--- config.mk ---
export PLATFORM = sky130hd
export DESIGN_NAME = pc_gen
export DESIGN_NICKNAME = d
export VERILOG_FILES = /design/src/rtl/pc_gen.sv
export SDC_FILE = /design/constraint.sdc
export NUM_CORES = 1
export LEC_CHECK = 0
export ABC_CLOCK_PERIOD_IN_PS = 2500
export CAP_MARGIN = 20
export CORE_MARGIN = 4
export CORE_UTILIZATION = 50
export CTS_CLUSTER_SIZE = 25
export DETAILED_ROUTE_END_ITERATION = 12
export PLACE_DENSITY = 0.88
export SYNTH_ARGS = -nofsm -noshare
export SYNTH_HDL_FRONTEND = slang
export SYNTH_SLANG_ARGS = --single-unit
export TNS_END_PERCENT = 5
--- constraint.sdc ---
create_clock -name clk -period 2.5 [get_ports clk]
set_clock_uncertainty 0.1 [all_clocks]
set_input_delay 0.25 -clock clk [delete_from_list [all_inputs] [get_ports clk]]
set_output_delay 0.25 -clock clk [all_outputs]
set_load 0.01 [all_outputs]
--- src/rtl/pc_gen.sv ---
// Fetch-stage program-counter generator: valid/ready request issue, stall hold, trap/branch redirects.
// Build option: define PC_RVC_EN for compressed-instruction support (+2 step, halfword alignment).
module pc_gen #(
  parameter int              XLEN         = 32,
  parameter logic [XLEN-1:0] RESET_VECTOR = '0
) (
  input  logic            clk,
  input  logic            rst,
  input  logic            stall,
  input  logic            branch_take,
  input  logic [XLEN-1:0] branch_target,
  input  logic            trap_take,
  input  logic [XLEN-1:0] trap_target,
  input  logic            compressed,
  output logic            if_req_valid,
  input  logic            if_req_ready,
  output logic [XLEN-1:0] pc_out,
  output logic            pc_misalign,
  output logic [XLEN-1:0] misalign_addr
);

  typedef enum logic [1:0] {
    BOOT = 2'd0,
    RUN  = 2'd1,
    HOLD = 2'd2
  } state_t;

  state_t          state, state_nxt;
  logic            valid_q, valid_nxt;
  logic [XLEN-1:0] pc_q, pc_nxt;

  logic            pend_valid, pend_valid_nxt;
  logic            pend_trap, pend_trap_nxt;
  logic [XLEN-1:0] pend_target, pend_target_nxt;

  logic            mis_q, mis_nxt;
  logic [XLEN-1:0] mis_addr_q, mis_addr_nxt;

  logic            accept;
  logic            waiting;
  logic            br_bad;
  logic            br_ok;
  logic [XLEN-1:0] trap_pc;
  logic [XLEN-1:0] pc_inc;
  logic            unused_bits;

  assign accept  = valid_q & if_req_ready;
  assign waiting = valid_q & ~if_req_ready;
  assign trap_pc = {trap_target[XLEN-1:2], 2'b00};

`ifdef PC_RVC_EN
  assign br_bad      = branch_target[0];
  assign pc_inc      = compressed ? XLEN'(2) : XLEN'(4);
  assign unused_bits = ^trap_target[1:0];
`else
  assign br_bad      = |branch_target[1:0];
  assign pc_inc      = XLEN'(4);
  assign unused_bits = ^{compressed, trap_target[1:0]};
`endif

  assign br_ok = branch_take & ~br_bad;

  // Sequencing: when a new request may be issued and when the fetch is parked.
  always_comb begin
    state_nxt = state;
    valid_nxt = valid_q;
    case (state)
      BOOT: begin
        state_nxt = RUN;
        valid_nxt = 1'b0;
      end
      RUN: begin
        if (stall && (accept || !valid_q)) begin
          state_nxt = HOLD;
          valid_nxt = 1'b0;
        end else begin
          valid_nxt = 1'b1;
        end
      end
      HOLD: begin
        valid_nxt = 1'b0;
        if (!stall) begin
          state_nxt = RUN;
          valid_nxt = 1'b1;
        end
      end
      default: begin
        state_nxt = BOOT;
        valid_nxt = 1'b0;
      end
    endcase
  end

  // Next address and redirect capture; pc is frozen while a request waits for ready.
  always_comb begin
    pc_nxt          = pc_q;
    pend_valid_nxt  = pend_valid;
    pend_trap_nxt   = pend_trap;
    pend_target_nxt = pend_target;
    if (accept) begin
      if (trap_take)       pc_nxt = trap_pc;
      else if (br_ok)      pc_nxt = branch_target;
      else if (pend_valid) pc_nxt = pend_target;
      else                 pc_nxt = pc_q + pc_inc;
      pend_valid_nxt = 1'b0;
      pend_trap_nxt  = 1'b0;
    end else if (waiting) begin
      if (trap_take) begin
        pend_valid_nxt  = 1'b1;
        pend_trap_nxt   = 1'b1;
        pend_target_nxt = trap_pc;
      end else if (br_ok && !(pend_valid && pend_trap)) begin
        pend_valid_nxt  = 1'b1;
        pend_trap_nxt   = 1'b0;
        pend_target_nxt = branch_target;
      end
    end else begin
      if (trap_take)  pc_nxt = trap_pc;
      else if (br_ok) pc_nxt = branch_target;
    end
  end

  always_comb begin
    mis_nxt      = branch_take & br_bad & ~trap_take;
    mis_addr_nxt = mis_addr_q;
    if (mis_nxt) mis_addr_nxt = branch_target;
  end

  always_ff @(posedge clk) begin
    if (rst) begin
      state       <= BOOT;
      valid_q     <= 1'b0;
      pc_q        <= RESET_VECTOR;
      pend_valid  <= 1'b0;
      pend_trap   <= 1'b0;
      pend_target <= '0;
      mis_q       <= 1'b0;
      mis_addr_q  <= '0;
    end else begin
      state       <= state_nxt;
      valid_q     <= valid_nxt;
      pc_q        <= pc_nxt;
      pend_valid  <= pend_valid_nxt;
      pend_trap   <= pend_trap_nxt;
      pend_target <= pend_target_nxt;
      mis_q       <= mis_nxt;
      mis_addr_q  <= mis_addr_nxt;
    end
  end

  assign if_req_valid  = valid_q;
  assign pc_out        = pc_q;
  assign pc_misalign   = mis_q;
  assign misalign_addr = mis_addr_q;

endmodule

==> metrics.csv <==
stage;metric;value;unit
routing;ant_nets;0;
clock_tree;cts_setup_buffers;0;
clock_tree;cts_max_level;3;
cells_and_area;n_antenna_cell;0;
clock_tree;cts_buffers;9;
setup_path;crit_buf_inv;0;
routing;route.detailed.drc;0;
setup_path;worstPathMaxFanout;7;
routing;drt_iter0_drc;654;
timing;layout_worst_path_cycle_share;88.7;%
clock_tree;cts_root_buf;clkbuf_8;
global_routing;grt_max_degree;59;
clock_tree;cts_sinks;102;
power_and_ir_drop;ir_drop;363;uV
floorplan;io_pins;137;
power_and_ir_drop;leakagePower;0.00270;uW
setup_path;crit_chain;nand4_2, nor2_1, nand4_1, o211a_1, or3_1;
setup_path;crit_path_max_incr_delay;0.50;ns
logic_synthesis;syn_area;5550;sq um
global_routing;antenna_found_initial;0;
placed_design;gp_congestion;0.937;
clock_tree;tritoncts;done;
timing;tightestPinTransition;0.643;ns
floorplan;die_h;113;um
timing;worst_slack;0.283;ns
clock_tree;cts_hold_buf;0;
timing;period_minus_slack;2.22;ns
cells_and_area;fillerInstances;901;
routing;routed_via_density;6.27;
global_routing;grt_pass1_wl;30200;um
timing;maxSlewHeadroom;57.1;%
floorplan;rows;38;
setup_path;crit_required;2.66;ns
logic_synthesis;ys_ff_latch;102;
floorplan;fp.dieW;113;um
timing;final_max_slew_viol_count;0;
floorplan;core_region_area;10800;sq um
routing;dr.pass1.iters;6;
cells_and_area;area_growth_syn_to_layout;33.5;%
logic_synthesis;async_reset_ff_share;0;%
min_path;hold_path.class;in -> reg;
global_routing;gr-total-overflow;0;
clock_tree;clockBufferDepth;2;
setup_path;crit_type;reg -> reg;
clock_tree;clkSlewWorstSetupHoldPaths;0.11;ns
placed_design;dpl.hpwl;14500;um
routing;vias;6192;
setup_path;cp_slowest_cell;dfxtp_1;
timing;setup_tns;0;ns
logic_synthesis;synth_flop_cell;dfxtp_1;
run;maxCapViolCount;0;
routing;wl_per_cell;19.5;um
logic_synthesis;ys_types;69;
logic_synthesis;synth_cells;701;
routing;finalWirelength;19300;um
status;outcome;finished, final reports clean;
setup_path;critPathArrivalTime;2.38;ns
placed_design;port_buffers;133;
logic_synthesis;syn-num-nets;776;
global_routing;track_usage;29.0;%
timing;setup_viol;0;
setup_path;path_delay_family;simple AND/OR/NAND/NOR gates;
timing;fmax;451;MHz
timing;hold_viol;0;
floorplan;initial_core_util;51.2;%
setup_path;end_kind;register;
clock_tree;cts-resized-gates;0;
cells_and_area;drive_gt1_share;10.5;%
floorplan;die_area;12900;sq um
logic_synthesis;yosysWarnings;0;
global_routing;grt_pass1_vias;5922;
power_and_ir_drop;power.density;502;nW/um^2
placed_design;dp_slack;0.0318;ns
logic_synthesis;yosysSeqAreaShare;36.8;%
logic_synthesis;syn_area_per_cell;7.92;sq um
power_and_ir_drop;power;3720;uW
clock_tree;clk_latency;0.37;ns
timing;rsz0062_at_grt;false;
cells_and_area;nets;918;
setup_path;cp-start-kind;register;
cells_and_area;final_util;68.4;%
logic_synthesis;synth_edf_count;0;
-- metal layers --
layer  part of all wire, %  vias up  global-route usage (%)
met3                    11       70                    6.42
li1                      -     2828                       -
met2                    45      401                    45.9
met1                    40     2893                    38.4
met4                   3.4        0                    11.7
met5                     0        -                       0
-- placed cells by master (no fill, tap or decap), types with 4 or more instances in the layout --
| cell type | instances |
|---|---|
| o32ai_1 | 4 |
| a21oi_1 | 63 |
| o211ai_1 | 7 |
| o21ai_1 | 6 |
| nand3_1 | 12 |
| nor2_1 | 55 |
| inv_1 | 16 |
| nand4_1 | 10 |
| xnor2_1 | 7 |
| xor2_1 | 4 |
| a221o_1 | 7 |
| a221oi_1 | 16 |
| and2_1 | 4 |
| dfxtp_1 | 102 |
| nand2_1 | 138 |
| and3_1 | 5 |
| ha_1 | 4 |
| a32o_1 | 6 |
| mux2i_1 | 20 |
| o31a_1 | 6 |
| o21ai_0 | 23 |
| a211oi_1 | 24 |
| nor3b_1 | 4 |
| a22o_1 | 5 |
| clkdlybuf4s50_1 | 131 |
| nand2b_1 | 8 |
| clkbuf_8 | 9 |
| a311oi_1 | 9 |
| buf_4 | 46 |
| a21o_1 | 7 |
| nor3_1 | 16 |
-- worst paths after layout --
| path | start | endpoint | slack (ns) | cells after the start |
|---|---|---|---|---|
| setup / recovery | pc_out[6] | pc_out[26] | 0.28 | 5 |
| hold / removal | rst | pend_target[20] | 0.16 | 2 |
| hold reg to reg | misalign_addr[19] | misalign_addr[19] | 0.36 | 2 |
| setup reg to reg | pc_out[6] | pc_out[26] | 0.28 | 5 |
-- where the power goes --
group / internal [uW] / switching (uW) / leakage, uW
registers: 1710 / 92.1 / 0.000832
clock network: 470 / 620 / 0.000104
logic: 412 / 420 / 0.00176
-- cells by family (layout without fill, tap and decap cells) --
kind of cell             Yosys count  after routing  share of synthesized area [%]
AND/OR/NAND/NOR                  277            277                           23.0
multiplexers                      23             23                           4.21
XOR/XNOR                          11             11                           1.74
adder cells (fa/ha/maj)            4              4                          0.902
AO/OA/AOI/OAI                    216            216                           27.5
flip-flops                       102            102                           36.8
buffers and inverters             68            215                           5.88
-- state kept, by name, indices dropped and copies added, names as in the netlist --
name,flops
misalign_addr,32
pc_misalign,1
if_req_valid,1
pc_out,32
pend_trap,1
state,2
pend_target,32
pend_valid,1
-- Yosys cell counts (5+ instances only) --
cell	instances	share of area [%]
o21ai_1	6	0.54
o21ai_0	24	2.2
buf_2	18	1.6
nor2_1	56	3.8
a21oi_1	63	5.7
and3_1	5	0.56
xnor2_1	7	1.1
a22o_1	5	0.79
o31a_1	6	0.95
nor3_1	16	1.4
nand2_1	138	9.3
a311oi_1	9	1.4
a211oi_1	24	3.2
nand3_1	12	1.1
a21o_1	7	0.95
o211ai_1	7	0.95
dfxtp_1	102	37
mux2i_1	20	3.6
a221oi_1	16	2.5
a32o_1	6	1.1
nand4_1	10	1.1
inv_1	16	1.1
nand2b_1	8	0.90
a221o_1	7	1.3
clkbuf_1	20	1.4
buf_4	7	0.95
-- stage by stage --
step	hold slack, ns	instances	instance area, sq um
CTS	0.154	987	7400
floorplan	0.286	701	5550
global route	0.184	988	7410
global placement	0.342	971	7200
finish	0.164	988	7410
detailed placement	0.348	971	7200
-- final cells by class --
type                       count  area, sq um  share of cell area, %
multi-input combinational    531         3200                   43.2
clock inverter                 7         71.3                  0.962
tap                          140          175                   2.36
timing repair buffer         183         1740                   23.5
sequential                   102         2040                   27.6
clock buffer                   9          124                   1.67
inverter                      16         60.1                  0.810
(Power assumes the default switching activity.)
